## config.mk

```make
export PLATFORM = sky130hd
export DESIGN_NAME = rv_mc_ctrl
export DESIGN_NICKNAME = d
export VERILOG_FILES = /design/src/rtl/rv_mc_ctrl.sv
export SDC_FILE = /design/constraint.sdc
export NUM_CORES = 1
export LEC_CHECK = 0
export ABC_AREA = 1
export CAP_MARGIN = 20
export CORE_MARGIN = 4
export CORE_UTILIZATION = 30
export CTS_CLUSTER_DIAMETER = 60
export DETAILED_ROUTE_END_ITERATION = 7
export PLACE_DENSITY = 0.84
export SYNTH_ARGS = -nofsm -noshare
export SYNTH_HDL_FRONTEND = slang
export SYNTH_SLANG_ARGS = --single-unit
```

## constraint.sdc

```tcl
create_clock -name clk -period 2.1 [get_ports clk]
set_input_delay 0.42 -clock clk [delete_from_list [all_inputs] [get_ports clk]]
set_output_delay 0.42 -clock clk [all_outputs]
set_load 0.02 [all_outputs]
```

## src/rtl/rv_mc_ctrl.sv

```systemverilog
// Multi-cycle RV32I control FSM: sequences IF/ID/EX/MEM/WB and drives ALU_OP, enables and mux selects.
// Optional macro RV_MC_ILLEGAL_TRAP_EN: illegal opcodes trap into S_HALT instead of retiring as NOPs.
module rv_mc_ctrl #(
   parameter int STATE_W = 4
) (
   input  logic               clk,
   input  logic               rst,
   input  logic [31:0]        inst,
   input  logic               ZF,
   output logic [3:0]         ALU_OP,
   output logic               PC_Write,
   output logic               PC0_Write,
   output logic               IR_Write,
   output logic               AB_Write,
   output logic               F_Write,
   output logic               MDR_Write,
   output logic               Reg_Write,
   output logic               Mem_Write,
   output logic [1:0]         rs2_imm_s,
   output logic               alu_a_s,
   output logic [1:0]         w_data_s,
   output logic [1:0]         PC_s,
   output logic               HALT,
   output logic [STATE_W-1:0] DBG_STATE
);

   typedef enum logic [STATE_W-1:0] {
      S_IF    = 'd0,  S_ID  = 'd1,  S_EXR = 'd2,  S_EXI  = 'd3,
      S_WB    = 'd4,  S_LUI = 'd5,  S_MADDR = 'd6, S_MRD = 'd7,
      S_LWB   = 'd8,  S_MWR = 'd9,  S_BR  = 'd10, S_JAL  = 'd11,
      S_JALR  = 'd12, S_JWB = 'd13, S_HALT = 'd14
   } state_t;

   typedef struct packed {
      logic [3:0] alu_op;
      logic       pc_write, pc0_write, ir_write, ab_write;
      logic       f_write, mdr_write, reg_write, mem_write;
      logic [1:0] rs2_imm_s;
      logic       alu_a_s;
      logic [1:0] w_data_s, pc_s;
      logic       halt;
   } ctl_t;

   state_t     state, state_nx;
   ctl_t       ctl;
   logic [6:0] opcode;
   logic [2:0] funct3;
   logic       unused_inst_bits;

   assign opcode = inst[6:0];
   assign funct3 = inst[14:12];
   assign unused_inst_bits = ^{inst[31], inst[29:15], inst[11:7]};

   // NOTE: sequential state uses non-blocking assignments so every flop samples pre-edge values.
   always_ff @(posedge clk) begin
      if (rst) state <= S_IF;
      else     state <= state_nx;
   end

   // NOTE: every signal gets a default before the case, so no path leaves one unassigned (no latch).
   always_comb begin
      ctl      = '0;
      state_nx = S_IF;
      unique case (state)
         S_IF: begin
            ctl.ir_write  = 1'b1;
            ctl.pc0_write = 1'b1;
            ctl.pc_write  = 1'b1;
            state_nx      = S_ID;
         end
         S_ID: begin
            ctl.ab_write = 1'b1;
            case (opcode)
               7'b0110011:             state_nx = S_EXR;
               7'b0010011:             state_nx = S_EXI;
               7'b0110111:             state_nx = S_LUI;
               7'b0000011, 7'b0100011: state_nx = S_MADDR;
               7'b1100011:             state_nx = S_BR;
               7'b1101111:             state_nx = S_JAL;
               7'b1100111:             state_nx = S_JALR;
`ifdef RV_MC_ILLEGAL_TRAP_EN
               default:                state_nx = S_HALT;
`else
               default:                state_nx = S_IF;
`endif
            endcase
         end
         S_EXR: begin
            ctl.alu_op  = {inst[30], funct3};
            ctl.f_write = 1'b1;
            state_nx    = S_WB;
         end
         S_EXI: begin
            // Only shifts use inst[30] as an opcode bit; elsewhere it belongs to the immediate.
            ctl.alu_op    = (funct3 == 3'b101) ? {inst[30], 3'b101} : {1'b0, funct3};
            ctl.rs2_imm_s = 2'd1;
            ctl.f_write   = 1'b1;
            state_nx      = S_WB;
         end
         S_WB: begin
            ctl.reg_write = 1'b1;
            state_nx      = S_IF;
         end
         S_LUI: begin
            ctl.reg_write = 1'b1;
            ctl.w_data_s  = 2'd1;
            state_nx      = S_IF;
         end
         S_MADDR: begin
            ctl.rs2_imm_s = 2'd1;
            ctl.f_write   = 1'b1;
            state_nx      = opcode[5] ? S_MWR : S_MRD;
         end
         S_MRD: begin
            ctl.mdr_write = 1'b1;
            state_nx      = S_LWB;
         end
         S_LWB: begin
            ctl.reg_write = 1'b1;
            ctl.w_data_s  = 2'd2;
            state_nx      = S_IF;
         end
         S_MWR: begin
            ctl.mem_write = 1'b1;
            state_nx      = S_IF;
         end
         S_BR: begin
            ctl.alu_op   = 4'b1000;
            ctl.pc_s     = 2'd1;
            ctl.pc_write = ((funct3 == 3'b000) & ZF) | ((funct3 == 3'b001) & ~ZF);
            state_nx     = S_IF;
         end
         S_JAL: begin
            ctl.reg_write = 1'b1;
            ctl.w_data_s  = 2'd3;
            ctl.pc_write  = 1'b1;
            ctl.pc_s      = 2'd1;
            state_nx      = S_IF;
         end
         S_JALR: begin
            ctl.rs2_imm_s = 2'd1;
            ctl.f_write   = 1'b1;
            state_nx      = S_JWB;
         end
         S_JWB: begin
            ctl.reg_write = 1'b1;
            ctl.w_data_s  = 2'd3;
            ctl.pc_write  = 1'b1;
            ctl.pc_s      = 2'd2;
            state_nx      = S_IF;
         end
`ifdef RV_MC_ILLEGAL_TRAP_EN
         S_HALT: begin
            ctl.halt = 1'b1;
            state_nx = S_HALT;
         end
`endif
         default: state_nx = S_IF;
      endcase
   end

   // Reset masks every control output so an abandoned instruction cannot write anything.
   ctl_t ctl_out;
   assign ctl_out = rst ? '0 : ctl;

   assign ALU_OP    = ctl_out.alu_op;
   assign PC_Write  = ctl_out.pc_write;
   assign PC0_Write = ctl_out.pc0_write;
   assign IR_Write  = ctl_out.ir_write;
   assign AB_Write  = ctl_out.ab_write;
   assign F_Write   = ctl_out.f_write;
   assign MDR_Write = ctl_out.mdr_write;
   assign Reg_Write = ctl_out.reg_write;
   assign Mem_Write = ctl_out.mem_write;
   assign rs2_imm_s = ctl_out.rs2_imm_s;
   assign alu_a_s   = ctl_out.alu_a_s;
   assign w_data_s  = ctl_out.w_data_s;
   assign PC_s      = ctl_out.pc_s;
   assign HALT      = ctl_out.halt;
   assign DBG_STATE = state;

endmodule
```

==> results of run 1 <==
-- area by class of cell --
type	instances	area (um2)
tap	25	31.3
fill	200	795
timing repair buffer	43	355
multi-input combinational	86	398
clock buffer	3	22.5
inverter	21	78.8
sequential	4	83.8
-- metal layers --
metal,global-route usage,vias to the layer above,wire length [um]
li1,-,438,-
met5,0,-,0
met2,0.239,33,933
met1,0.191,364,824
met3,0.0344,0,129
met4,0.0262,0,0
-- synthesized netlist by cell type (2+ instances only) --
cell type   n  area share
nand3_1     4       0.035
dfxtp_1     4        0.14
nand4_1     2       0.022
nor2_2      3       0.033
nor2_1     24        0.16
o31ai_1     3       0.040
a21oi_1     5       0.044
buf_4       4       0.053
o211ai_1    2       0.026
nand2_1    30        0.20
inv_1      21        0.14
o21ai_0     2       0.018
nor3_1      5       0.044
-- through the flow --
| stage | setup slack (ps) | util | instance area, um2 | hold slack [ps] | instances |
|---|---|---|---|---|---|
| finish | 78.5 | 0.550 | 970 | 715 | 182 |
| global route | 0.505 | 0.550 | 970 | 797 | 182 |
| CTS | 16.0 | 0.556 | 981 | 731 | 182 |
| detailed placement | -402 | 0.556 | 981 | 721 | 179 |
| global placement | -398 | 0.556 | 981 | 718 | 179 |
| floorplan | 367 | - | 577 | 583 | 116 |
-- critical path, delay by kind of cell --
kind,cells,cell delay [ps]
buf+inv,5,1110
simple gates,1,70
-- where the power goes --
part | switching, mW | internal [mW] | total, mW | leakage [nW]
registers | 0.00297 | 0.0789 | 0.0819 | 0.0338
logic | 0.0576 | 0.0491 | 0.107 | 0.460
clock network | 0.0308 | 0.0639 | 0.0946 | 0.0138
total | 0.0913 | 0.192 | 0.283 | 0.507
-- worst max path at each step --
| stage | from | endpoint | depth (start not counted) |
|---|---|---|---|
| floorplan | rst | ALU_OP[0] | 4 |
| global placement | inst[12] | ALU_OP[3] | 6 |
| detailed placement | inst[12] | ALU_OP[3] | 6 |
| CTS | DBG_STATE[2] | Reg_Write | 8 |
| global route | DBG_STATE[3] | rs2_imm_s[0] | 8 |
| finish | rst | w_data_s[1] | 6 |
-- cells by family after synthesis --
kind of cell | Yosys count | share of synthesized area
AOI/OAI and AO/OA | 14 | 0.147
xor gates and xnor gates | 1 | 0.0154
buffers and inverters | 26 | 0.200
other | 1 | 0.00659
DFF | 4 | 0.141
and+or+nand+nor | 68 | 0.490
-- what timing repair did --
item	4_1_cts	5_1_grt
buffers inserted	0	0
setup endpoints to repair	17	11
hold buffers	0	0
gates resized for setup	21	29
pin swaps	0	1
==> metrics.txt, run 1 <==
result of the run completed; pin count of the biggest net entering global routing 7; number of violations of the max-capacitance limit 0; top achievable clock speed 495 MHz; die outline area 0.00266 mm2; Final Max Tran Viols 0; post-synthesis area per instance 4.99 um2; highest-delay cell along the critical path clkdlybuf4s50_1; number of instances on the worst hold path 4; part of the Yosys area used for sequential elements 0.141; core footprint 0.00176 mm2; post-CTS clock slew at the launch and capture registers of the worst setup and hold paths 40 ps; worst reg2reg setup slack 900 ps; Mapped Area 569 um2; hold endpoint DBG_STATE[1]; worst IR drop on VDD 0.000246 V; die outline height 51.6 um; antenna violations before repair 0; type of the most critical hold path reg2reg; overall overflow remaining after global route 0; DR iter-0 viols 16; flip-flop count of the largest register, all copies and words added 4; most used cells in the layout excluding fill and tap cells nand2_1 (29), inv_1 (21), nor2_1 (21); hold violation total from the final report 0; initial cell density of the core 0.323; origin of the critical flop-to-flop path DBG_STATE[3]; clock latency reported for the late side of the worst-skew pair 230 ps; first-pass iteration count of the detailed router 6; Final nets 194; type of destination of the critical path output pin; leakage power 0.507 nW; Min-Delay Startpoint DBG_STATE[0]; number of rows created at floorplan 15; maximum fanout encountered on the critical timing path 3; CTS Root Cell clkbuf_4; routed length per instance 10.4 um; power density over cell area 292 mW/mm2; number of primary I/O pins 59; required time at the worst-slack endpoint 1680 ps; instance count of the mapped netlist 114; relative area change from synthesis to final layout 70.3%; CTS tree built; Layout Skew 5.81 ps; Final HPWL DP 1.59 mm; Overall Global Routing Usage 0.144; total wire length after detailed routing 1.89 mm; layout cell share with drive strength beyond 1 0.204; reg2reg path depth 8; Synth async-reset ratio 0; number of buffers on the longest clock path 2; Yosys warnings 0; total design power 0.283 mW; RSZ-0062 raised after global routing false; GP Congestion 0.851; first-pass GRT wire length 3.04 mm; post-synth cell types 18; number of buffers added by the clock tree synthesis step 3; most frequent standard cell in the layout excluding fill and tap cells nand2_1; Detail Route Antenna Nets 0; # H-tree levels 1; Crit path largest cell delay 510 ps; Top cell by count, worst path inv_1; Via-to-Cell Ratio 4.59; final number of setup-violating endpoints 0; prevailing post-synth register cell dfxtp_1; total number of vias 835; fin crit share 0.963; crit path kind in2out; clock period minus final worst setup slack 2020 ps; number of port buffers 34; end of the worst register-to-register path DBG_STATE[0]; number of global-route vias before repair 708; number of clock sinks 4; detailed-route DRC error count 0; startpoint types primary input; die span in x 51.6 um; setup tns final 0 ps; number of flops mapped to enable cells by yosys 0; synthesis-stage register bit count 4; Diodes inserted 0; CP Cell Sequence clkdlybuf4s50_1, inv_1, buf_4, nand2_1, inv_1, dlygate4sd2_1; arrival time at the worst endpoint 1600 ps
Power figures use the tool's default switching activity.
==> run 2: changes to the inputs <==
--- a/config.mk
+++ b/config.mk
@@ -6,11 +6,12 @@
 export NUM_CORES = 1
 export LEC_CHECK = 0
 export ABC_AREA = 1
-export CAP_MARGIN = 20
+export CAP_MARGIN = 30
 export CORE_MARGIN = 4
 export CORE_UTILIZATION = 30
 export CTS_CLUSTER_DIAMETER = 60
 export DETAILED_ROUTE_END_ITERATION = 7
+export MAX_ROUTING_LAYER = met4
 export PLACE_DENSITY = 0.84
 export SYNTH_ARGS = -nofsm -noshare
 export SYNTH_HDL_FRONTEND = slang
==> metrics.txt, run 2 (synthesis results as in run 1) <==
result of the run completed (unchanged); Final HPWL DP 1.58 mm (was 1.59 mm); antenna violations before repair 0 (unchanged); total design power 0.293 mW (was 0.283 mW); first-pass iteration count of the detailed router 4 (was 6); highest-delay cell along the critical path clkdlybuf4s50_1 (unchanged); number of clock sinks 4 (unchanged); number of violations of the max-capacitance limit 0 (unchanged); crit path kind in2out (unchanged); post-CTS clock slew at the launch and capture registers of the worst setup and hold paths 40 ps (about the same); CTS tree built (unchanged); power density over cell area 301 mW/mm2 (was 292 mW/mm2); routed length per instance 10.4 um (about the same); type of destination of the critical path output pin (unchanged); CP Cell Sequence clkdlybuf4s50_1, inv_1, o31ai_2, nand3_1, a21oi_2, buf_4 (was clkdlybuf4s50_1, inv_1, buf_4, nand2_1, inv_1, dlygate4sd2_1); number of global-route vias before repair 718 (was 708); final-layout worst hold slack 717 ps (was 715 ps); worst reg2reg setup slack 890 ps (was 900 ps); relative area change from synthesis to final layout 71.0% (was 70.3%); CTS Root Cell clkbuf_4 (unchanged); core footprint 0.00176 mm2 (unchanged); total internal power 0.192 mW (about the same); most used cells in the layout excluding fill and tap cells nand2_1 (28), nor2_1 (23), inv_1 (21) (was nand2_1 (29), inv_1 (21), nor2_1 (21)); clock latency reported for the late side of the worst-skew pair 250 ps (was 230 ps); number of buffers on the longest clock path 2 (unchanged); type of the most critical hold path reg2reg (unchanged); part of the power in the clock network 0.362 (was 0.334); GP Congestion 0.876 (was 0.851); # H-tree levels 1 (unchanged); hold violation total from the final report 0 (unchanged); final worst-path setup slack 55.0 ps (was 78.5 ps); Post-CTS Repair Setup Buffers 0 (unchanged); most frequent standard cell in the layout excluding fill and tap cells nand2_1 (unchanged); number of buffers added by the clock tree synthesis step 3 (unchanged); initial cell density of the core 0.323 (unchanged); Cell Count, Final, Fillers Out 181 (was 182); Placed Instances 178 (was 179); fin crit share 0.974 (was 0.963); flip-flop count of the largest register, all copies and words added 4 (unchanged); overall overflow remaining after global route 0 (unchanged); maximum fanout encountered on the critical timing path 2 (was 3); reported net switching power 0.102 mW (was 0.0913 mW); setup tns final 0 ps (unchanged); clock period minus final worst setup slack 2040 ps (was 2020 ps); Diodes inserted 0 (unchanged); dpl ws -437 ps (was -402 ps); Flop pwr share 0.280 (was 0.289); number of port buffers 34 (unchanged); pin count of the biggest net entering global routing 7 (unchanged); Layout Skew 8.08 ps (was 5.81 ps); worst IR drop on VDD 0.000177 V (was 0.000246 V); number of primary I/O pins 59 (unchanged); first-pass GRT wire length 3.00 mm (was 3.04 mm); number of hold buffers added after cts 0 (unchanged); final number of setup-violating endpoints 0 (unchanged); Via-to-Cell Ratio 4.56 (was 4.59); Crit path largest cell delay 490 ps (was 510 ps); Final nets 193 (was 194); detailed-route DRC error count 0 (unchanged); total number of vias 826 (was 835); Final Max Tran Viols 0 (unchanged); RSZ-0062 raised after global routing true (was false); startpoint types primary input (unchanged); top achievable clock speed 489 MHz (was 495 MHz); share of total power in combinational logic 0.358 (was 0.377); required time at the worst-slack endpoint 1680 ps (about the same); DR iter-0 viols 17 (was 16); number of rows created at floorplan 15 (unchanged); arrival time at the worst endpoint 1620 ps (was 1600 ps); Overall Global Routing Usage 0.149 (was 0.144); layout cell share with drive strength beyond 1 0.192 (was 0.204); die span in x 51.6 um (unchanged); die outline area 0.00266 mm2 (unchanged); Detail Route Antenna Nets 0 (unchanged); Net Sw Frac 0.347 (was 0.322); leakage power 0.502 nW (was 0.507 nW); die outline height 51.6 um (unchanged); total wire length after detailed routing 1.88 mm (was 1.89 mm)
## run 2: changes by cell type in the layout (fill, tap and decap cells not counted), sizes merged
| cell | change |
|---|---|
| buf | -1 |
| clkbuf | -1 |
| clkdlybuf4s15 | +1 |
## run 2: cell type report
cell class	instances	area, um2
fillers	190	791
inverters	21	78.8
well taps	25	31.3
clock buffers	3	22.5
multi-input cells	86	404
flip-flops and latches	4	83.8
repair buffers	42	353
## run 2: final timing paths
path	cells after the start	startpoint	end
worst max-delay path	6	inst[12]	ALU_OP[3]
worst max register to register	6	DBG_STATE[2]	DBG_STATE[2]
worst min-delay path	4	DBG_STATE[0]	DBG_STATE[1]
worst min register to register	4	DBG_STATE[0]	DBG_STATE[1]
## run 2: per-layer routing
layer	track usage	part of all wire	vias to the layer above
met4	0.0524	0.011	0
met1	0.172	0.39	360
met2	0.248	0.52	28
met3	0.0401	0.071	2
li1	-	-	436
met5	-	0	-
## run 2: power groups by stage
stage / logic [mW] / registers, mW / clock network, mW
4_1_cts: 0.104 / 0.0811 / 0.105
6_report: 0.105 / 0.0820 / 0.106
3_5_place_dp: 0.108 / 0.0824 / 0
3_3_place_gp: 0.106 / 0.0823 / 0
2_1_floorplan: 0.0529 / 0.0842 / 0
5_1_grt: 0.114 / 0.0822 / 0.112
## run 2: what timing repair did
item,4_1_cts,5_1_grt
setup endpoints to repair,17,11
resized for setup,22,27
gates cloned,0,0
## run 2: critical path: cells and delay by family
family,cells,cell delay [ps]
buffers and inverters,3,710
AOI/OAI and AO/OA,2,370
and+or+nand+nor,1,120
## run 2: through the flow
step | instance area, um2 | utilization
after floorplan | 577 | -
after global placement | 973 | 0.552
after detailed placement | 973 | 0.552
after CTS | 976 | 0.553
after global routing | 973 | 0.552
final | 973 | 0.552
